==> src/rtl/hsi_m_tx_arb.sv <==
// Transmit-message arbiter: fixed-priority grant with age-based promotion,
// per-message timeout and a mandatory inter-message gap.
module hsi_m_tx_arb #(
  parameter int unsigned GAP_TICKS   = 5000,
  parameter int unsigned AGE_LIMIT   = 8,
  parameter int unsigned MSG_TIMEOUT = 65535
) (
  input  logic       clk,
  input  logic       rst,
  input  logic [4:0] req,
  input  logic [4:0] req_en,
  input  logic       pre_tm,
  input  logic       msg_end,
  output logic [4:0] grant,
  output logic       busy,
  output logic       gap,
  output logic [2:0] last_grant,
  output logic       timeout
);

  localparam int unsigned N_REQ = 5;
  localparam int unsigned TO_W  = $clog2(MSG_TIMEOUT);
  localparam int unsigned GAP_W = (GAP_TICKS > 1) ? $clog2(GAP_TICKS) : 1;
  localparam logic [TO_W-1:0]  TO_LAST  = TO_W'(MSG_TIMEOUT - 1);
  localparam logic [GAP_W-1:0] GAP_LAST = GAP_W'(GAP_TICKS - 1);
  localparam logic [3:0]       AGE_MAX  = 4'(AGE_LIMIT);
  localparam logic [2:0]       NO_GRANT = 3'd7;

  typedef enum logic [1:0] {
    S_IDLE = 2'd0,
    S_BUSY = 2'd1,
    S_GAP  = 2'd2
  } state_t;

  state_t           state_q, state_d;
  logic [4:0]       grant_q, grant_d;
  logic             busy_q, busy_d;
  logic             gap_q, gap_d;
  logic             timeout_q, timeout_d;
  logic [2:0]       last_q, last_d;
  logic [TO_W-1:0]  to_cnt_q, to_cnt_d;
  logic [GAP_W-1:0] gap_cnt_q, gap_cnt_d;
  logic [3:0]       age_q [N_REQ];
  logic [3:0]       age_d [N_REQ];

  logic [4:0] eligible_c;
  logic [4:0] promoted_c;
  logic [4:0] sel_c;
  logic [4:0] pick_c;

  // Index of the single set bit of a one-hot vector.
  function automatic logic [2:0] onehot_idx(input logic [4:0] v);
    logic [2:0] idx;
    idx = 3'd0;
    for (int i = 0; i < N_REQ; i++) begin
      if (v[i]) idx = 3'(i);
    end
    return idx;
  endfunction

  // Promoted requesters win over plain priority; lowest index wins within a class.
  always_comb begin
    eligible_c = req & req_en & {~pre_tm, 4'b1111};
    promoted_c = '0;
    for (int i = 0; i < N_REQ; i++) begin
      promoted_c[i] = eligible_c[i] && (age_q[i] == AGE_MAX);
    end
    sel_c  = (|promoted_c) ? promoted_c : eligible_c;
    pick_c = sel_c & 5'(~sel_c + 5'd1);
  end

  // Next-state and registered-output logic.
  always_comb begin
    state_d   = state_q;
    grant_d   = grant_q;
    timeout_d = 1'b0;
    last_d    = last_q;
    to_cnt_d  = to_cnt_q;
    gap_cnt_d = gap_cnt_q;
    for (int i = 0; i < N_REQ; i++) age_d[i] = age_q[i];

    case (state_q)
      S_IDLE: begin
        if (|eligible_c) begin
          state_d  = S_BUSY;
          grant_d  = pick_c;
          last_d   = onehot_idx(pick_c);
          to_cnt_d = '0;
          for (int i = 0; i < N_REQ; i++) begin
            if (pick_c[i])          age_d[i] = 4'd0;
            else if (eligible_c[i]) age_d[i] = (age_q[i] == AGE_MAX) ? AGE_MAX
                                                                     : 4'(age_q[i] + 4'd1);
            else                    age_d[i] = 4'd0;
          end
        end
      end
      S_BUSY: begin
        // A completed message takes precedence over a coincident timeout.
        if (msg_end) begin
          state_d   = S_GAP;
          grant_d   = '0;
          gap_cnt_d = '0;
        end else if (to_cnt_q == TO_LAST) begin
          state_d   = S_GAP;
          grant_d   = '0;
          timeout_d = 1'b1;
          gap_cnt_d = '0;
        end else begin
          to_cnt_d = TO_W'(to_cnt_q + TO_W'(1));
        end
      end
      S_GAP: begin
        if (gap_cnt_q == GAP_LAST) state_d = S_IDLE;
        else                       gap_cnt_d = GAP_W'(gap_cnt_q + GAP_W'(1));
      end
      default: begin
        state_d = S_IDLE;
        grant_d = '0;
      end
    endcase

    busy_d = (state_d != S_IDLE);
    gap_d  = (state_d == S_GAP);
  end

  always_ff @(posedge clk or posedge rst) begin
    if (rst) begin
      state_q   <= S_IDLE;
      grant_q   <= '0;
      busy_q    <= 1'b0;
      gap_q     <= 1'b0;
      timeout_q <= 1'b0;
      last_q    <= NO_GRANT;
      to_cnt_q  <= '0;
      gap_cnt_q <= '0;
      for (int i = 0; i < N_REQ; i++) age_q[i] <= 4'd0;
    end else begin
      state_q   <= state_d;
      grant_q   <= grant_d;
      busy_q    <= busy_d;
      gap_q     <= gap_d;
      timeout_q <= timeout_d;
      last_q    <= last_d;
      to_cnt_q  <= to_cnt_d;
      gap_cnt_q <= gap_cnt_d;
      for (int i = 0; i < N_REQ; i++) age_q[i] <= age_d[i];
    end
  end

  assign grant      = grant_q;
  assign busy       = busy_q;
  assign gap        = gap_q;
  assign last_grant = last_q;
  assign timeout    = timeout_q;

endmodule
==> config.mk <==
export PLATFORM = sky130hd
export DESIGN_NAME = hsi_m_tx_arb
export DESIGN_NICKNAME = d
export VERILOG_FILES = /design/src/rtl/hsi_m_tx_arb.sv
export SDC_FILE = /design/constraint.sdc
export NUM_CORES = 1
export LEC_CHECK = 0
export ABC_AREA = 1
export CAP_MARGIN = 5
export CORE_UTILIZATION = 50
export CTS_CLUSTER_DIAMETER = 40
export CTS_CLUSTER_SIZE = 20
export DETAILED_ROUTE_END_ITERATION = 6
export PLACE_DENSITY = 0.76
export SYNTH_ARGS = -nofsm -noshare
export SYNTH_HDL_FRONTEND = slang
export SYNTH_SLANG_ARGS = --single-unit
==> constraint.sdc <==
create_clock -name clk -period 2.4 [get_ports clk]
set_input_delay 0.48 -clock clk [delete_from_list [all_inputs] [get_ports clk]]
set_output_delay 0.48 -clock clk [all_outputs]
set_load 0.005 [all_outputs]
Word level (Yosys, flattened, before mapping)

Index checks and enable logic that the tools add are counted.
W data, S select, Z words.

Word-level logic and storage cells: 97
Output and inout port bits: 11
Register bits: 62
Bits of input ports: 14

Bitwise gates (word level): 6
$add $sub $neg: 8
Mux-type cells: 40
Equality and inequality tests: 15
Reductions and logical operators: 15

Operators with widths:

| cell                    | number |
|---|---|
| $mux W4                 | 15 |
| $mux W16                | 3 |
| $mux W13                | 3 |
| $pmux W16 S2            | 1 |
| $pmux W13 S2            | 1 |
| $add A4 B1 Y4 const B   | 5 |
| $eq A4 B4 Y1 const B    | 5 |
| $mux W5                 | 4 |
| $add A16 B1 Y16 const B | 1 |
| $eq A16 B16 Y1 const B  | 1 |
| $and A5 B5 Y5           | 3 |
| $pmux W5 S3             | 1 |
| $add A13 B1 Y13 const B | 1 |
| $eq A13 B13 Y1 const B  | 1 |
| $reduce_or A5 Y1        | 2 |
| $mux W3                 | 3 |
| $mux W2                 | 4 |
| $ne A2 B2 Y1 const B    | 4 |
| $pmux W2 S3             | 1 |
| $reduce_and A3 Y1       | 2 |
| $reduce_bool A2 Y1      | 3 |
| $add A5 B1 Y5 const B   | 1 |
| $logic_and A1 B1 Y1     | 5 |
| $not A5 Y5              | 1 |
| other kinds (8)         | 13 |

Depth between registers and ports, before layout

Gate-level depths: netlist of the first run.

Word-level depth: 12
Gate-level depth with buffers: 14
Gate-level depth less buffers: 14

Worst setup path after synthesis of the first run

No wires, ideal clock.

Path type: flip-flop to flip-flop
Start point: reg age_q[12] (netlist name)
End point: reg age_q[9] (netlist name)
Stages on the path, launching flop included: 14
Arrival: 1.541 ns
Library setup time: 0.136 ns
Path buffers: 0
Slack: 0.723 ns
Required time: 2.264 ns
Clock period less this slack: 1.677 ns
Path through: dfrtp_1 > inv_1 > ha_1 > nand2_1 > nor2_1 > nand2_1 > nand3_1 > nor2_2 > nand2_1 > nand2_2 > nor2_4 > nand2_2 > nand3_1 > o21ai_0

Cells in the longest elaborated chain, start to end: 8

RTL lines:

| element               | line | text |
|---|---|---|
| from (decl)           | 43   | `logic [3:0] age_q [N_REQ];` |
| $eq A4 B4 Y1 *        | 66   | `promoted_c[i] = eligible_c[i] && (age_q[i] == AGE_MAX);` |
| $logic_and A1 B1 Y1 * | 66   |  |
| $reduce_or A5 Y1      | 68   | `sel_c = (\|promoted_c) ? promoted_c : eligible_c;` |
| $mux W5 *             | 68   |  |
| $not A5 Y5            | 69   | `pick_c = sel_c & 5'(~sel_c + 5'd1);` |
| $add A5 B1 Y5         | 69   |  |
| $and A5 B5 Y5 *       | 69   |  |
| $mux W4 *             | 90   | `if (pick_c[i]) age_d[i] = 4'd0;` |

Every way passes the cells marked *; elsewhere a longest branch is shown, timed or not.
A chain may end at the register's enable or synchronous reset.

Final worst setup path of the first run

Start point: reg age_q[12] (netlist name)
End point: reg age_q[0] (netlist name)

The elaborated chain is that of the path after synthesis.

==> results of run 1 <==
## area by class of cell
| class | instances | area (um^2) |
|---|---|---|
| tap | 96 | 120 |
| multi-input combinational | 337 | 1810 |
| clock inverter | 6 | 62.6 |
| inverter | 55 | 206 |
| clock buffer | 10 | 128 |
| fill | 623 | 2700 |
| timing repair buffer | 32 | 325 |
| sequential | 62 | 1560 |
## path summary, 6_finish.rpt
| check | startpoint | to |
|---|---|---|
| min reg2reg | last_grant[1]$_DFFE_PP1P_ | last_grant[1]$_DFFE_PP1P_ |
| max in group asynchronous | rst | state_q[1]$_DFF_PP0_ |
| min | last_grant[1]$_DFFE_PP1P_ | last_grant[1]$_DFFE_PP1P_ |
| min in group asynchronous | rst | age_q[17]$_DFFE_PP0P_ |
| max | age_q[12]$_DFFE_PP0P_ | age_q[0]$_DFFE_PP0P_ |
| max reg2reg | age_q[12]$_DFFE_PP0P_ | age_q[0]$_DFFE_PP0P_ |
## cells in the mapped netlist (2+ instances only)
master	count	area, um^2
sky130_fd_sc_hd__nor2_1	41	154
sky130_fd_sc_hd__dfstp_2	3	78.8
sky130_fd_sc_hd__ha_1	13	163
sky130_fd_sc_hd__nand4_1	11	68.8
sky130_fd_sc_hd__xor2_1	22	193
sky130_fd_sc_hd__buf_2	5	25.0
sky130_fd_sc_hd__nand2_2	6	37.5
sky130_fd_sc_hd__nor3_1	13	65.1
sky130_fd_sc_hd__a21oi_1	7	35.0
sky130_fd_sc_hd__inv_2	5	18.8
sky130_fd_sc_hd__o31ai_1	8	60.1
sky130_fd_sc_hd__o21ai_1	5	25.0
sky130_fd_sc_hd__xnor2_1	3	26.3
sky130_fd_sc_hd__inv_1	50	188
sky130_fd_sc_hd__nand2_1	126	473
sky130_fd_sc_hd__o22ai_1	5	31.3
sky130_fd_sc_hd__o21ai_0	14	70.1
sky130_fd_sc_hd__nand3_1	43	215
sky130_fd_sc_hd__nor4_1	2	12.5
sky130_fd_sc_hd__buf_6	2	22.5
sky130_fd_sc_hd__nor2_4	3	33.8
sky130_fd_sc_hd__dfrtp_1	59	1480
sky130_fd_sc_hd__nor2_2	7	43.8
## metal layers
metal	part of all wire	vias to the layer above	routed length (um)	global-route usage
met1	0.47	1454	3490	0.286
li1	-	1563	-	-
met4	0.017	0	125	0.0924
met2	0.48	64	3550	0.364
met3	0.040	13	295	0.0540
met5	0	-	0	0
## power by group through the flow
stage                     clock (mW)  sequential, mW  combinational (mW)
after CTS                      0.923            1.40                1.10
after floorplan                    0            1.38               0.757
after global placement             0            1.41                1.06
after detailed placement           0            1.41                1.10
after global routing           0.962            1.43                1.25
final                          0.900            1.40                1.09
## kinds of logic after synthesis
logic type	Yosys count	share of synthesized area
buffers and inverters	62	0.0702
xor gates and xnor gates	25	0.0606
and+or+nand+nor	256	0.320
adders and majority gates	13	0.0450
DFF	62	0.430
AOI/OAI and AO/OA	43	0.0737
## layout by cell type, fill, tap and decap left out, drive strengths merged
| cell | Yosys | final |
|---|---|---|
| a21oi | 7 | 7 |
| buf | 7 | 8 |
| bufinv | 0 | 1 |
| clkbuf | 0 | 10 |
| clkdlybuf4s50 | 0 | 24 |
| clkinv | 0 | 2 |
| clkinvlp | 0 | 3 |
| dfrtp | 59 | 59 |
| dfstp | 3 | 3 |
| ha | 13 | 13 |
| inv | 55 | 55 |
| nand2 | 132 | 132 |
| nand3 | 45 | 45 |
| nand4 | 11 | 11 |
| nor2 | 51 | 51 |
| nor3 | 13 | 13 |
| nor4 | 3 | 3 |
| o211ai | 1 | 1 |
| o21ai | 20 | 20 |
| o22ai | 5 | 5 |
| o31ai | 9 | 9 |
| o32ai | 1 | 1 |
| or2 | 1 | 1 |
| xnor2 | 3 | 3 |
| xor2 | 22 | 22 |
## through the flow
step | cells | instance area [um^2] | utilization | hold slack (ps)
3_5_place_dp | 582 | 4010 | 0.581 | 465
4_1_cts | 598 | 4200 | 0.609 | 474
2_1_floorplan | 461 | 3620 | - | 456
6_report | 598 | 4200 | 0.609 | 478
5_1_grt | 598 | 4200 | 0.609 | 483
3_3_place_gp | 582 | 4010 | 0.581 | 461
## registers in the layout, summed over array words and instances, names as in the netlist
name and flops:
state_q 2, grant 5, age_q 20, timeout 1, gap 1, busy 1, to_cnt_q 16, gap_cnt_q 13
last_grant 3
## worst reg2reg max path: stages, from the launching register on
cell and delay, ps:
sky130_fd_sc_hd__dfrtp_1 420, sky130_fd_sc_hd__inv_1 90, sky130_fd_sc_hd__ha_1 150, sky130_fd_sc_hd__nand2_1 60, sky130_fd_sc_hd__nor2_1 170, sky130_fd_sc_hd__nand2_1 130, sky130_fd_sc_hd__nand3_1 120, sky130_fd_sc_hd__nor2_2 70
sky130_fd_sc_hd__nand2_1 60, sky130_fd_sc_hd__nand2_1 90, sky130_fd_sc_hd__nor2_1 180, sky130_fd_sc_hd__nand3_2 150, sky130_fd_sc_hd__nand3_1 100, sky130_fd_sc_hd__nand2_1 60
==> results.rst, run 1 <==
.. list-table::
   :header-rows: 1

   * - Metric
     - Value
   * - Via count
     - 3094
   * - Number of setup violations in the final report
     - 0
   * - Worst voltage drop across the vdd grid
     - 0.000419 V
   * - Layout overhead on the synthesized area
     - 16.3%
   * - Number of buffers on the longest clock path
     - 2
   * - Global-route wire length before repair
     - 13.2 mm
   * - Final-report max-slew violation count
     - 0
   * - Total buffers and inverters traversed by the critical path
     - 1
   * - Average wire per cell in the routed design
     - 12.5 um
   * - Remaining global-route overflow
     - 0
   * - Clock Latency Late Sink
     - 340 ps
   * - Number of logic stages on the critical path including buffering
     - 13
   * - Ys async rst share
     - 1.00
   * - Warning count from the yosys run
     - 0
   * - Number of I/O port buffers
     - 24
   * - Skew final
     - 10.6 ps
   * - Length in cells of the worst reg-to-reg path
     - 13
   * - Slowest cell on the critical path
     - sky130_fd_sc_hd__dfrtp_1
   * - Number of synthesized flops with an enable pin
     - 0
   * - Post-Syn Instances
     - 461
   * - Core Region
     - 0.00691 mm^2
   * - Worst slack at placement
     - 135 ps
   * - Total CTS buffers
     - 9
   * - Power dissipated by switching net loads
     - 1.28 mW
   * - DRC Markers
     - 0
   * - DIE HEIGHT
     - 87.0 um
   * - Overall routed net length
     - 7.45 mm
   * - Pint
     - 2.11 mW
   * - Initial DRT Pass Iterations
     - 5
   * - PostCTS Resize Cnt
     - 0
   * - Category of the critical setup timing path
     - register to register
   * - Number of primary I/O pins
     - 25
   * - Power Total
     - 3.39 mW
   * - Total negative slack for setup checks
     - 0 ps
   * - Setup bufs post-CTS
     - 0
   * - Leakage Power
     - 1.94 nW
   * - Sequential share of power
     - 0.413
   * - Syn Area/Cell
     - 7.84 um^2
   * - Sum of net half-perimeters after detailed placement
     - 5.54 mm
   * - Share of total power consumed by net switching
     - 0.376
   * - Root Buffer Master
     - sky130_fd_sc_hd__clkbuf_8
   * - Sink count of the clock tree
     - 62
   * - Number of endpoints with negative hold slack in the final report
     - 0
   * - Cells along the critical path
     - inv_1 -> ha_1 -> nand2_1 -> nor2_1 -> nand2_1 -> nand3_1 -> nor2_2 -> nand2_1 -> nand2_1 -> nor2_1 -> nand3_2 -> nand3_1 -> nand2_1
   * - Count of different cell masters after synthesis
     - 31
   * - Dominant delay contributor by cell family on the critical path
     - simple AND/OR/NAND/NOR gates
   * - Clock slew seen by the registers of the worst setup and hold paths
     - 70 ps
   * - Count of inserted antenna diode cells
     - 0
   * - #FFs+latches synth
     - 62
   * - Layout Nets
     - 524
   * - Final Critical Period
     - 1950 ps
   * - Hold-critical path depth
     - 2
   * - Worst Path Arrival
     - 2170 ps
   * - Die ar.
     - 0.00758 mm^2
   * - Via count of the first global-routing pass
     - 2936
   * - Largest net degree at the start of global routing
     - 25
   * - Kind of path behind the tightest hold check
     - register to register
   * - Post-synthesis net count
     - 488
   * - Result of the run
     - finished clean
   * - Portion of total power attributed to the clock network
     - 0.265
   * - Max-capacitance violation count
     - 0
   * - Top FF cell, synth
     - sky130_fd_sc_hd__dfrtp_1
   * - CTS tree
     - done
   * - Least-Margin Pin Slew
     - 511 ps
   * - Slack of the critical path
     - 455 ps
   * - Number of rows created at floorplan
     - 30
   * - Routability congestion estimate
     - 0.909
   * - Die Span X
     - 87.0 um
   * - Number of antenna violations at the first check in global routing
     - 0
   * - Worst-path maximum fanout
     - 4
   * - Initial core utilization
     - 0.524
   * - Data required time at the worst endpoint
     - 2630 ps
   * - Startpoint types
     - register
   * - Cell repeated most along the worst path
     - sky130_fd_sc_hd__nand2_1
   * - Max-slew headroom
     - 0.659
   * - Register-to-register setup slack
     - 450 ps
   * - Capturing element type of the critical path
     - register
   * - Total GRT Usage
     - 0.224
   * - Final Cycle Share
     - 0.811
   * - Synthesized area
     - 0.00362 mm^2
   * - Iteration-0 DRC count of the detailed router
     - 135
   * - Proportion of power drawn by combinational gates
     - 0.322
   * - Slowest cell delay on critical path
     - 420 ps
   * - Level count of the clock H-tree
     - 3
   * - Peak Freq
     - 0.514 GHz
   * - Post-synthesis sequential area ratio
     - 0.430
   * - Post-cts hold buffer count
     - 0
   * - Antenna viol nets, final
     - 0
   * - Via density
     - 5.17
   * - RSZ-0062 raised after global routing
     - false
   * - Power per Cell Area
     - 806 mW/mm^2
   * - Fraction of layout cells with a size suffix above 1
     - 0.108
No activity file was read; power rests on OpenSTA's default activity.
==> inputs of run 2 (changes only) <==
==> constraint.sdc (replaced) <==
create_clock -name clk -period 1.8 [get_ports clk]
set_input_delay 0.36 -clock clk [delete_from_list [all_inputs] [get_ports clk]]
set_output_delay 0.36 -clock clk [all_outputs]
set_load 0.005 [all_outputs]
==> results.rst, run 2 (same netlist as run 1, synthesis figures left out) <==
.. list-table::
   :header-rows: 1

   * - Metric
     - Value
   * - Result of the run
     - finished, violations left
   * - Failing checks
     - setup timing
   * - Number of I/O port buffers
     - 24
   * - Count of inserted antenna diode cells
     - 0
   * - Most frequent standard cell in the layout excluding fill and tap cells
     - sky130_fd_sc_hd__nand2_1
   * - Startpoint types
     - register
   * - Register name with the most flops
     - age_q
   * - Leakage Power
     - 2.25 nW
   * - Worst-path maximum fanout
     - 7
   * - Final non-filler cell total
     - 650
   * - Endpoint of the most critical register-to-register path
     - last_grant[0]$_DFFE_PP1P_
   * - Post-placement cell count
     - 616
   * - Post-detailed-placement cell area
     - 0.00429 mm^2
   * - Peak Freq
     - 0.539 GHz
   * - Total negative slack for setup checks
     - -361 ps
   * - Worst voltage drop across the vdd grid
     - 0.000694 V
   * - Core Region
     - 0.00691 mm^2
   * - Clock slew seen by the registers of the worst setup and hold paths
     - 70 ps
   * - Total CTS buffers
     - 9
   * - Via count
     - 3310
   * - Global-route wire length before repair
     - 13.9 mm
   * - Layout Nets
     - 576
   * - Slack of the critical path
     - -56.4 ps
   * - Sink count of the clock tree
     - 62
   * - Via density
     - 5.09
   * - Die Span X
     - 87.0 um
   * - Layout overhead on the synthesized area
     - 32.3%
   * - Power per Cell Area
     - 1100 mW/mm^2
   * - Clock Latency Late Sink
     - 340 ps
   * - Crit Reg-Reg Startpoint
     - age_q[16]$_DFFE_PP0P_
   * - Final Cycle Share
     - 1.03
   * - Pint
     - 3.40 mW
   * - Sum of net half-perimeters after detailed placement
     - 5.63 mm
   * - Sequential share of power
     - 0.347
   * - DRC Markers
     - 0
   * - Category of the critical setup timing path
     - register to register
   * - Data required time at the worst endpoint
     - 2090 ps
   * - Final-layout worst hold slack
     - 426 ps
   * - Initial core utilization
     - 0.524
   * - Proportion of power drawn by combinational gates
     - 0.394
   * - Routability congestion estimate
     - 0.915
   * - Root Buffer Master
     - sky130_fd_sc_hd__clkbuf_8
   * - Initial DRT Pass Iterations
     - 4
   * - Die ar.
     - 0.00758 mm^2
   * - Via count of the first global-routing pass
     - 3193
   * - Largest registers ranked by flip-flop count
     - age_q x20, to_cnt_q x16, gap_cnt_q x13
   * - Leading cell types in the layout, fill and taps excluded
     - sky130_fd_sc_hd__nand2_1, sky130_fd_sc_hd__dfrtp_1, sky130_fd_sc_hd__buf_4
   * - Kind of path behind the tightest hold check
     - input port to async pin
   * - Largest net degree at the start of global routing
     - 63
   * - DIE HEIGHT
     - 87.0 um
   * - Final-report max-slew violation count
     - 0
   * - Overall routed net length
     - 8.32 mm
   * - Register-to-register setup slack
     - -60 ps
   * - Capturing element type of the critical path
     - register
   * - Post-cts hold buffer count
     - 0
   * - Level count of the clock H-tree
     - 3
   * - CTS tree
     - done
   * - Max-capacitance violation count
     - 0
   * - Flip-flop count of the largest register, all copies and words added
     - 20
   * - Portion of total power attributed to the clock network
     - 0.259
   * - Iteration-0 DRC count of the detailed router
     - 133
   * - Number of rows created at floorplan
     - 30
   * - Skew final
     - 10.8 ps
   * - Average wire per cell in the routed design
     - 12.8 um
   * - Number of primary I/O pins
     - 25
   * - Antenna viol nets, final
     - 0
   * - Number of endpoints with negative hold slack in the final report
     - 0
   * - Power dissipated by switching net loads
     - 1.84 mW
   * - Least-Margin Pin Slew
     - 365 ps
   * - Fraction of layout cells with a size suffix above 1
     - 0.249
   * - Total non-filler cell area in the finished layout
     - 0.00478 mm^2
   * - Length in cells of the worst reg-to-reg path
     - 14
   * - Number of antenna violations at the first check in global routing
     - 0
   * - Number of setup violations in the final report
     - 12
   * - Number of buffers on the longest clock path
     - 2
   * - Total GRT Usage
     - 0.236
   * - Worst Path Arrival
     - 2150 ps
   * - Final Critical Period
     - 1860 ps
   * - Max-slew headroom
     - 0.755
   * - Remaining global-route overflow
     - 0
   * - RSZ-0062 raised after global routing
     - true
   * - Share of total power consumed by net switching
     - 0.352
-- run 2: cell types whose count changed in the layout (fill, tap and decap cells not counted), moves of 5 or more --
cell,previous run,this run
sky130_fd_sc_hd__buf_4,6,56
sky130_fd_sc_hd__nor2_4,3,8
sky130_fd_sc_hd__inv_1,49,42
sky130_fd_sc_hd__nand2_1,126,112
sky130_fd_sc_hd__nand2_2,6,17
sky130_fd_sc_hd__inv_2,6,12
-- run 2: per-stage QoR --
step           power (mW)  setup slack [ps]   util
2_1_floorplan        2.85               123      -
3_3_place_gp         3.66              -223  0.620
3_5_place_dp         3.71              -279  0.620
4_1_cts              5.18             -29.0  0.672
5_1_grt              5.58              -157  0.693
6_report             5.24             -56.4  0.693
-- run 2: per-layer routing --
layer,GRT usage,vias up,part of all wire
li1,-,1672,-
met1,0.275,1550,0.44
met2,0.412,70,0.51
met3,0.0569,18,0.033
met4,0.102,0,0.018
met5,0,-,0
-- run 2: power by group through the flow --
| stage | Sequential [mW] | Combinational (mW) | Clock [mW] |
|---|---|---|---|
| 2_1_floorplan | 1.84 | 1.01 | 0 |
| 5_1_grt | 1.84 | 2.30 | 1.44 |
| 4_1_cts | 1.81 | 1.99 | 1.38 |
| 6_report | 1.82 | 2.07 | 1.36 |
| 3_5_place_dp | 1.84 | 1.88 | 0 |
| 3_3_place_gp | 1.82 | 1.83 | 0 |
-- run 2: final cells by class --
cell class / count / area, um^2
Fill cell: 573 / 2120
Multi-Input combinational cell: 337 / 1950
Sequential cell: 62 / 1560
Timing Repair Buffer: 84 / 732
Inverter: 55 / 210
Clock buffer: 12 / 145
Tap cell: 96 / 120
Clock inverter: 4 / 70.1
-- run 2: worst max-delay path: stages, from the launching register on --
cell	delay (ps)
sky130_fd_sc_hd__dfrtp_1	390
sky130_fd_sc_hd__inv_2	90
sky130_fd_sc_hd__ha_4	150
sky130_fd_sc_hd__nand2_4	50
sky130_fd_sc_hd__nor2_4	120
sky130_fd_sc_hd__nand2_2	90
sky130_fd_sc_hd__nand2_2	80
sky130_fd_sc_hd__nor2_1	50
sky130_fd_sc_hd__nand3_1	100
sky130_fd_sc_hd__nand2_2	90
sky130_fd_sc_hd__nor2_4	200
sky130_fd_sc_hd__nand3_4	160
sky130_fd_sc_hd__nand2_2	110
sky130_fd_sc_hd__nand2_2	50
sky130_fd_sc_hd__nand2_1	50
-- run 2: how the worst max path moves through the flow --
stage	from	endpoint	slack [ps]
floorplan	age_q[12]$_DFFE_PP0P_	age_q[9]$_DFFE_PP0P_	120
global placement	req[3]	age_q[14]$_DFFE_PP0P_	-220
detailed placement	req[4]	age_q[9]$_DFFE_PP0P_	-280
CTS	age_q[1]$_DFFE_PP0P_	age_q[10]$_DFFE_PP0P_	-30
global route	age_q[17]$_DFFE_PP0P_	last_grant[0]$_DFFE_PP1P_	-160
finish	age_q[16]$_DFFE_PP0P_	last_grant[0]$_DFFE_PP1P_	-60
-- run 2: repair_timing --
action,in CTS,in global routing
endpoints found under the setup margin,22,38
pin swaps,15,28
setup buffers,10,8
gates resized for setup,21,25
==> inputs of run 3 (changes only) <==
--- a/config.mk
+++ b/config.mk
@@ -9,7 +9,6 @@
 export CAP_MARGIN = 5
 export CORE_UTILIZATION = 50
 export CTS_CLUSTER_DIAMETER = 40
-export CTS_CLUSTER_SIZE = 20
 export DETAILED_ROUTE_END_ITERATION = 6
 export PLACE_DENSITY = 0.76
 export SYNTH_ARGS = -nofsm -noshare
==> results of run 3 <==
Same layout as run 2: the final DEF is identical, and so are final timing and power.
